`config.mk`:
```
export PLATFORM = sky130hd
export DESIGN_NAME = switch_sequence_player
export DESIGN_NICKNAME = d
export VERILOG_FILES = /design/src/rtl/switch_seq_pkg.sv /design/src/rtl/switch_sequence_player_cycle_timer.sv /design/src/rtl/switch_sequence_player.sv
export SDC_FILE = /design/constraint.sdc
export NUM_CORES = 1
export LEC_CHECK = 0
export CELL_PAD_IN_SITES_DETAIL_PLACEMENT = 0
export CELL_PAD_IN_SITES_GLOBAL_PLACEMENT = 1
export CORE_MARGIN = 2
export CORE_UTILIZATION = 40
export CTS_CLUSTER_SIZE = 30
export DETAILED_ROUTE_END_ITERATION = 12
export HOLD_SLACK_MARGIN = 0.1
export PLACE_DENSITY = 0.89
export SYNTH_ARGS = -nofsm -noshare
export SYNTH_HDL_FRONTEND = slang
export SYNTH_SLANG_ARGS = --single-unit
```
`constraint.sdc`:
```
create_clock -name CLK -period 3.6 [get_ports CLK]
set_clock_uncertainty 0.1 [all_clocks]
set_input_delay 0.9 -clock CLK [delete_from_list [all_inputs] [get_ports CLK]]
set_output_delay 0.9 -clock CLK [all_outputs]
set_load 0.005 [all_outputs]
```
`src/rtl/switch_seq_pkg.sv`:
```
// -----------------------------------------------------------------------------
// switch_seq_pkg
// Constants and types shared by the switch-input front end and the
// switch_sequence_player playback engine.
//   state_t      : playback FSM states
//   BLANK_DIGIT  : hex code driven when no digit is being shown
//   MAX_DIGITS   : number of digits held in a packed sequence
//   NUM_SW       : number of board switches / LEDs
//   DIGIT_W      : width of one packed digit
// -----------------------------------------------------------------------------
package switch_seq_pkg;

    typedef enum logic [1:0] {
        IDLE = 2'd0,
        SHOW = 2'd1,
        GAP  = 2'd2
    } state_t;

    localparam logic [3:0] BLANK_DIGIT     = 4'hF;
    localparam int         MAX_DIGITS      = 4;
    localparam int         NUM_SW          = 10;
    localparam int         DIGIT_W         = 4;
    localparam logic [3:0] MAX_VALID_DIGIT = 4'd9;

    // A digit can be shown on the LEDs only if it names an existing switch.
    function automatic logic digit_is_valid(input logic [DIGIT_W-1:0] digit);
        return (digit <= MAX_VALID_DIGIT);
    endfunction

endpackage

```
`src/rtl/switch_sequence_player_cycle_timer.sv`:
```
// -----------------------------------------------------------------------------
// cycle_timer
// Down-counting interval timer. A load writes load_val; otherwise the count
// decrements once per cycle and sticks at zero.
// Ports:
//   clk      : clock
//   reset    : synchronous active-high reset, count returns to 0
//   load     : load load_val into the counter this cycle
//   load_val : value to load
//   expired  : high while the count is 0
// -----------------------------------------------------------------------------
module cycle_timer #(
    parameter int WIDTH = 1
) (
    input  logic             clk,
    input  logic             reset,
    input  logic             load,
    input  logic [WIDTH-1:0] load_val,
    output logic             expired
);

    logic [WIDTH-1:0] count_r;

    // Countdown register: load has priority, then decrement until zero.
    always_ff @(posedge clk) begin
        if (reset) begin
            count_r <= {WIDTH{1'b0}};
        end else if (load) begin
            count_r <= load_val;
        end else if (count_r != {WIDTH{1'b0}}) begin
            count_r <= count_r - {{(WIDTH-1){1'b0}}, 1'b1};
        end else begin
            count_r <= count_r;
        end
    end

    assign expired = (count_r == {WIDTH{1'b0}});

endmodule

```
`src/rtl/switch_sequence_player.sv`:
```
// -----------------------------------------------------------------------------
// switch_sequence_player
// Replays a captured switch sequence as one-hot LED patterns. START in IDLE
// snapshots SEQUENCE and the (clamped) digit count; each digit is then shown
// for DWELL_CYCLES, with GAP_CYCLES of blank between digits, and a one-cycle
// DONE marks the end. Invalid digits (>9) show blank and pulse ERR once.
// Ports:
//   CLK          : clock
//   RESET        : synchronous active-high reset, aborts playback
//   START        : playback request, honoured only in IDLE
//   SEQUENCE     : packed digits, digit k in [4k+3:4k], digit 0 first
//   SEQUENCE_BIT : number of valid digits, clamped to MAX_DIGITS
//   LEDR         : one-hot LED of the digit being shown, 0 otherwise
//   DIGIT_HEX    : digit being shown, 4'hF when blank
//   BUSY         : high from the first to the last SHOW cycle
//   DONE         : one-cycle pulse at the end of a playback
//   ERR          : one-cycle pulse on entering SHOW with an invalid digit
// All outputs are registered.
// -----------------------------------------------------------------------------
module switch_sequence_player #(
    parameter int DWELL_CYCLES = 50_000_000,
    parameter int GAP_CYCLES   = 12_500_000,
    parameter int MAX_DIGITS   = 4
) (
    input  logic                              CLK,
    input  logic                              RESET,
    input  logic                              START,
    input  logic [4*MAX_DIGITS-1:0]           SEQUENCE,
    input  logic [2:0]                        SEQUENCE_BIT,
    output logic [switch_seq_pkg::NUM_SW-1:0] LEDR,
    output logic [3:0]                        DIGIT_HEX,
    output logic                              BUSY,
    output logic                              DONE,
    output logic                              ERR
);

    import switch_seq_pkg::*;

    localparam int SEQ_W   = DIGIT_W * MAX_DIGITS;
    localparam int MAX_CYC = (DWELL_CYCLES > GAP_CYCLES) ? DWELL_CYCLES : GAP_CYCLES;
    localparam int TMR_W   = (MAX_CYC > 1) ? $clog2(MAX_CYC) : 1;
    localparam int IDX_W   = (MAX_DIGITS > 1) ? $clog2(MAX_DIGITS) : 1;

    localparam logic [TMR_W-1:0] DWELL_LOAD = TMR_W'(DWELL_CYCLES - 1);
    localparam logic [TMR_W-1:0] GAP_LOAD   = TMR_W'(GAP_CYCLES - 1);
    localparam logic [2:0]       CNT_MAX    = 3'(MAX_DIGITS);
    localparam logic [NUM_SW-1:0] LED_ONE   = {{(NUM_SW-1){1'b0}}, 1'b1};

    // Registered state
    state_t            state_r;
    logic [SEQ_W-1:0]  seq_r;
    logic [2:0]        cnt_r;
    logic [IDX_W-1:0]  idx_r;

    // Next-state and next-output values
    state_t            state_s;
    logic [SEQ_W-1:0]  seq_s;
    logic [2:0]        cnt_s;
    logic [IDX_W-1:0]  idx_s;
    logic [2:0]        clamp_s;
    logic              last_s;
    logic              tmr_load_s;
    logic [TMR_W-1:0]  tmr_val_s;
    logic              tmr_expired_s;
    logic [DIGIT_W-1:0] digit_s;
    logic [NUM_SW-1:0] led_s;
    logic [3:0]        hex_s;
    logic              busy_s;
    logic              done_s;
    logic              err_s;

    cycle_timer #(
        .WIDTH (TMR_W)
    ) u_timer (
        .clk      (CLK),
        .reset    (RESET),
        .load     (tmr_load_s),
        .load_val (tmr_val_s),
        .expired  (tmr_expired_s)
    );

    // Next-state logic; outputs are derived from the next state so that the
    // registered outputs line up with the state they describe.
    always_comb begin
        state_s    = state_r;
        seq_s      = seq_r;
        cnt_s      = cnt_r;
        idx_s      = idx_r;
        tmr_load_s = 1'b0;
        tmr_val_s  = {TMR_W{1'b0}};
        done_s     = 1'b0;
        clamp_s    = (SEQUENCE_BIT > CNT_MAX) ? CNT_MAX : SEQUENCE_BIT;
        last_s     = (3'(idx_r) == (cnt_r - 3'd1));

        case (state_r)
            IDLE: begin
                if (START) begin
                    seq_s = SEQUENCE;
                    cnt_s = clamp_s;
                    idx_s = {IDX_W{1'b0}};
                    if (clamp_s == 3'd0) begin
                        // Nothing to play: finish immediately.
                        done_s = 1'b1;
                    end else begin
                        state_s    = SHOW;
                        tmr_load_s = 1'b1;
                        tmr_val_s  = DWELL_LOAD;
                    end
                end else begin
                    state_s = IDLE;
                end
            end
            SHOW: begin
                if (tmr_expired_s) begin
                    if (last_s) begin
                        // No gap after the final digit.
                        state_s = IDLE;
                        done_s  = 1'b1;
                    end else begin
                        state_s    = GAP;
                        tmr_load_s = 1'b1;
                        tmr_val_s  = GAP_LOAD;
                    end
                end else begin
                    state_s = SHOW;
                end
            end
            GAP: begin
                if (tmr_expired_s) begin
                    idx_s      = idx_r + {{(IDX_W-1){1'b0}}, 1'b1};
                    state_s    = SHOW;
                    tmr_load_s = 1'b1;
                    tmr_val_s  = DWELL_LOAD;
                end else begin
                    state_s = GAP;
                end
            end
            default: begin
                state_s = IDLE;
            end
        endcase

        digit_s = seq_s[DIGIT_W*idx_s +: DIGIT_W];

        if ((state_s == SHOW) && digit_is_valid(digit_s)) begin
            led_s = LED_ONE << digit_s;
            hex_s = digit_s;
        end else begin
            led_s = {NUM_SW{1'b0}};
            hex_s = BLANK_DIGIT;
        end

        busy_s = (state_s != IDLE);
        // ERR fires only on the cycle a SHOW begins, not for its whole dwell.
        err_s  = (state_s == SHOW) && (state_r != SHOW) && !digit_is_valid(digit_s);
    end

    // State, snapshot and registered output update.
    always_ff @(posedge CLK) begin
        if (RESET) begin
            state_r   <= IDLE;
            seq_r     <= {SEQ_W{1'b0}};
            cnt_r     <= 3'd0;
            idx_r     <= {IDX_W{1'b0}};
            LEDR      <= {NUM_SW{1'b0}};
            DIGIT_HEX <= BLANK_DIGIT;
            BUSY      <= 1'b0;
            DONE      <= 1'b0;
            ERR       <= 1'b0;
        end else begin
            state_r   <= state_s;
            seq_r     <= seq_s;
            cnt_r     <= cnt_s;
            idx_r     <= idx_s;
            LEDR      <= led_s;
            DIGIT_HEX <= hex_s;
            BUSY      <= busy_s;
            DONE      <= done_s;
            ERR       <= err_s;
        end
    end

endmodule
```
==> impl_metrics.toml <==
[outcome]
status = "complete, no violations"

[die]
die_w_um = 91.2
start_util_pct = 41.7
ioPinCount = 39
dieArea_um2 = 8310
die_h_um = 91.2
core_area_um2 = 7290
core.rowCount = 31

[min_path]
whs_path_depth = 2
min_path_type = "flop to flop"

[clock_network]
cts_setup_buffers = 0
clk_pin_slew_ps = 70
clock_latency_ps = 350
h-tree-depth = 3
cts.repair.resized = 0
cts_hold_buf = 0
cts_root_buf = "clkbuf_8"
cts_buffers = 9
cts_tree = "built"
clock-sinks = 66
clock_path_buffers = 2

[placement]
dp_cells = 483
place_ws_ps = 524
post-dp-hpwl_mm = 4.74
gp_congestion = 0.839
io_buffers = 38

[worst_setup_path]
worstPathRequired_ps = 3720
cp_max_fo = 9
path_buf_inv = 1
arrival_ps = 3180
path_depth = 9
path_class = "flop to flop"
ff2ff_path_depth = 9
critPathLaunchType = "flop"
worst_path_dominant_cell_family = "simple AND/OR/NAND/NOR gates"
max_stage_delay_ps = 580
worst_setup_path_end_kind = "flop"
cp_slowest_cell = "or4_4"
crit_chain = "inv_1 -> ha_1 -> or4b_4 -> or4_4 -> o31ai_4 -> nand2_2 -> a221o_1 -> o21ai_1 -> nor3_1"

[grt]
grt_first_pass_wirelength_mm = 11.4
use_met3_pct = 3.57
use_met1_pct = 23.3
grt_use_total_pct = 17.0
grt_max_degree = 29
grt_use_met2_pct = 25.9
antenna_found_initial = 0
grt_overflow = 0
grt-busiest-layer = "met2"
first_global_vias = 2435

[yosys]
yosys.area_share.simple_pct = 27.2
synth_xor_area_share_pct = 6.34
synth_fa_ha_area_share_pct = 0.824
synth_top_family_by_area = "simple AND/OR/NAND/NOR gates"
syn_area_um2 = 3040
ys_warn_count = 0
synthMuxAreaShare_pct = 2.02
synth-main-ff-cell = "dfxtp_1"
ys_ff_latch = 66
synth_nets = 382
ys_top_cells_by_area = "dfxtp_1, nand2_1, a21oi_1"
synth_most_common_cell = "dfxtp_1"
synth_area_leader_cell = "dfxtp_1"
syn_area_per_cell_um2 = 8.49
synth_compound_area_share_pct = 16.1
synth_edf_count = 0
netlist_instances = 358
async_flop_share_pct = 0
synth.distinct_cells = 55
synthTopCellsByCount = "dfxtp_1, nand2_1, a21oi_1, nor3_1, nor2_1"
synth_top_area_share_pct = 43.5
seq_area_frac_synth_pct = 43.5

[finish]
syn_to_final_growth_pct = 24.5
antenna_cells = 0
final_util_pct = 51.9
layoutNonFillerInstCount = 499
drive_above_1_share_pct = 10.0
nNetsFinal = 419

[pwr]
ir_drop_uv = 196
p_int_mw = 1.47
swShare_pct = 25.5
power.share.sequential_pct = 41.7
power_switching_uw = 504
p_leak_nw = 1.37
clkPwrFrac_pct = 42.5
power_frac_comb_pct = 15.8
power_density_nw_per_um2 = 522

[sta]
tightest_slew_ps = 688
rsz0062_at_grt = "false"
period_share_pct = 85.1
timing.final.max_slew_violations = 0
setup_viol = 0
fmax_mhz = 327
fin_ws_ps = 538
setup_tns_ps = 0
hold_viol = 0
slew_headroom_pct = 53.8
period_minus_slack_ps = 3060

[routing]
dr.pass1.iters = 4
wl_per_cell_um = 13.4
via_count = 2638
drt_iter0_drc = 170
antenna_left = 0
via_per_inst = 5.29
drc = 0
wl_mm = 6.70

[job]
cap_violations = 0
[metrics by stage]
step                      hold WS [ps]  total power, mW  cell area (µm²)
after floorplan                    332             1.06             3040
after global placement             342             1.14             3510
after detailed placement           349             1.15             3510
after CTS                          359             1.99             3780
after global routing               384             2.06             3780
final                              361             1.98             3780
[layout by cell type, fill, tap and decap left out, types with 3 or more instances in the layout]
cell / Yosys / final
nor2_1: 24 / 24
dfxtp_1: 66 / 66
or3_1: 9 / 9
nand3_1: 4 / 4
nand2_1: 59 / 59
xnor2_1: 12 / 12
or4_1: 4 / 4
o21ai_0: 4 / 4
a21oi_1: 38 / 38
nor4_1: 9 / 9
a32oi_1: 3 / 3
o21ai_1: 3 / 3
a31oi_1: 6 / 6
xor2_1: 10 / 10
inv_1: 7 / 7
nor3_1: 26 / 26
o211ai_1: 4 / 4
clkdlybuf4s50_1: 0 / 38
buf_4: 0 / 8
nand4_1: 3 / 3
clkbuf_8: 0 / 10
nand3b_1: 4 / 4
mux2i_1: 5 / 5
bufinv_16: 0 / 4
[cell type report]
cell class,instances,area (µm²)
Multi-Input combinational cell,265,1600
Fill cell,738,3510
Tap cell,99,124
Inverter,7,26.3
Timing Repair Buffer,46,440
Clock inverter,6,138
Clock buffer,10,138
Sequential cell,66,1320
[power groups by stage]
stage	combinational (mW)	clock, mW	sequential [mW]
detailed placement	0.309	0	0.840
CTS	0.312	0.853	0.824
global route	0.349	0.880	0.834
finish	0.313	0.839	0.825
global placement	0.305	0	0.839
floorplan	0.227	0	0.833
[worst paths after layout]
| check | slack, ps | to | from |
|---|---|---|---|
| min | 360 | seq_r[8] | seq_r[8] |
| max reg2reg | 540 | LEDR[5] | u_timer.count_r[0] |
| max | 540 | LEDR[5] | u_timer.count_r[0] |
| min reg2reg | 360 | seq_r[8] | seq_r[8] |
[registers in the layout, indices dropped and copies added (netlist names)]
name,cells
DIGIT_HEX,4
idx_r,2
cnt_r,3
DONE,1
LEDR,10
u_timer.count_r,26
state_r,2
ERR,1
BUSY,1
seq_r,16
[cell families (layout without fill, tap and decap cells)]
logic type                 Yosys count  after routing
and+or+nand+nor                    160            160
DFF                                 66             66
xor gates and xnor gates            22             22
adders and majority gates            2              2
muxes                                6              6
buffers and inverters               27             69
AOI/OAI and AO/OA                   75             75
[metal layers]
metal  part of all wire (%)  vias to the layer above
met3                    4.0                        9
li1                       -                     1360
met2                     44                       52
met1                     50                     1217
met4                    1.7                        0
met5                      0                        -
[worst register-to-register path: cells and delay by family, from the launching register on]
kind / cells / cell delay (ps)
AOI/OAI and AO/OA: 3 / 930
buffers and inverters: 1 / 90
and+or+nand+nor: 4 / 1350
DFF: 1 / 310
adders and majority gates: 1 / 160
Note: power is estimated with default switching activity, not from simulation.
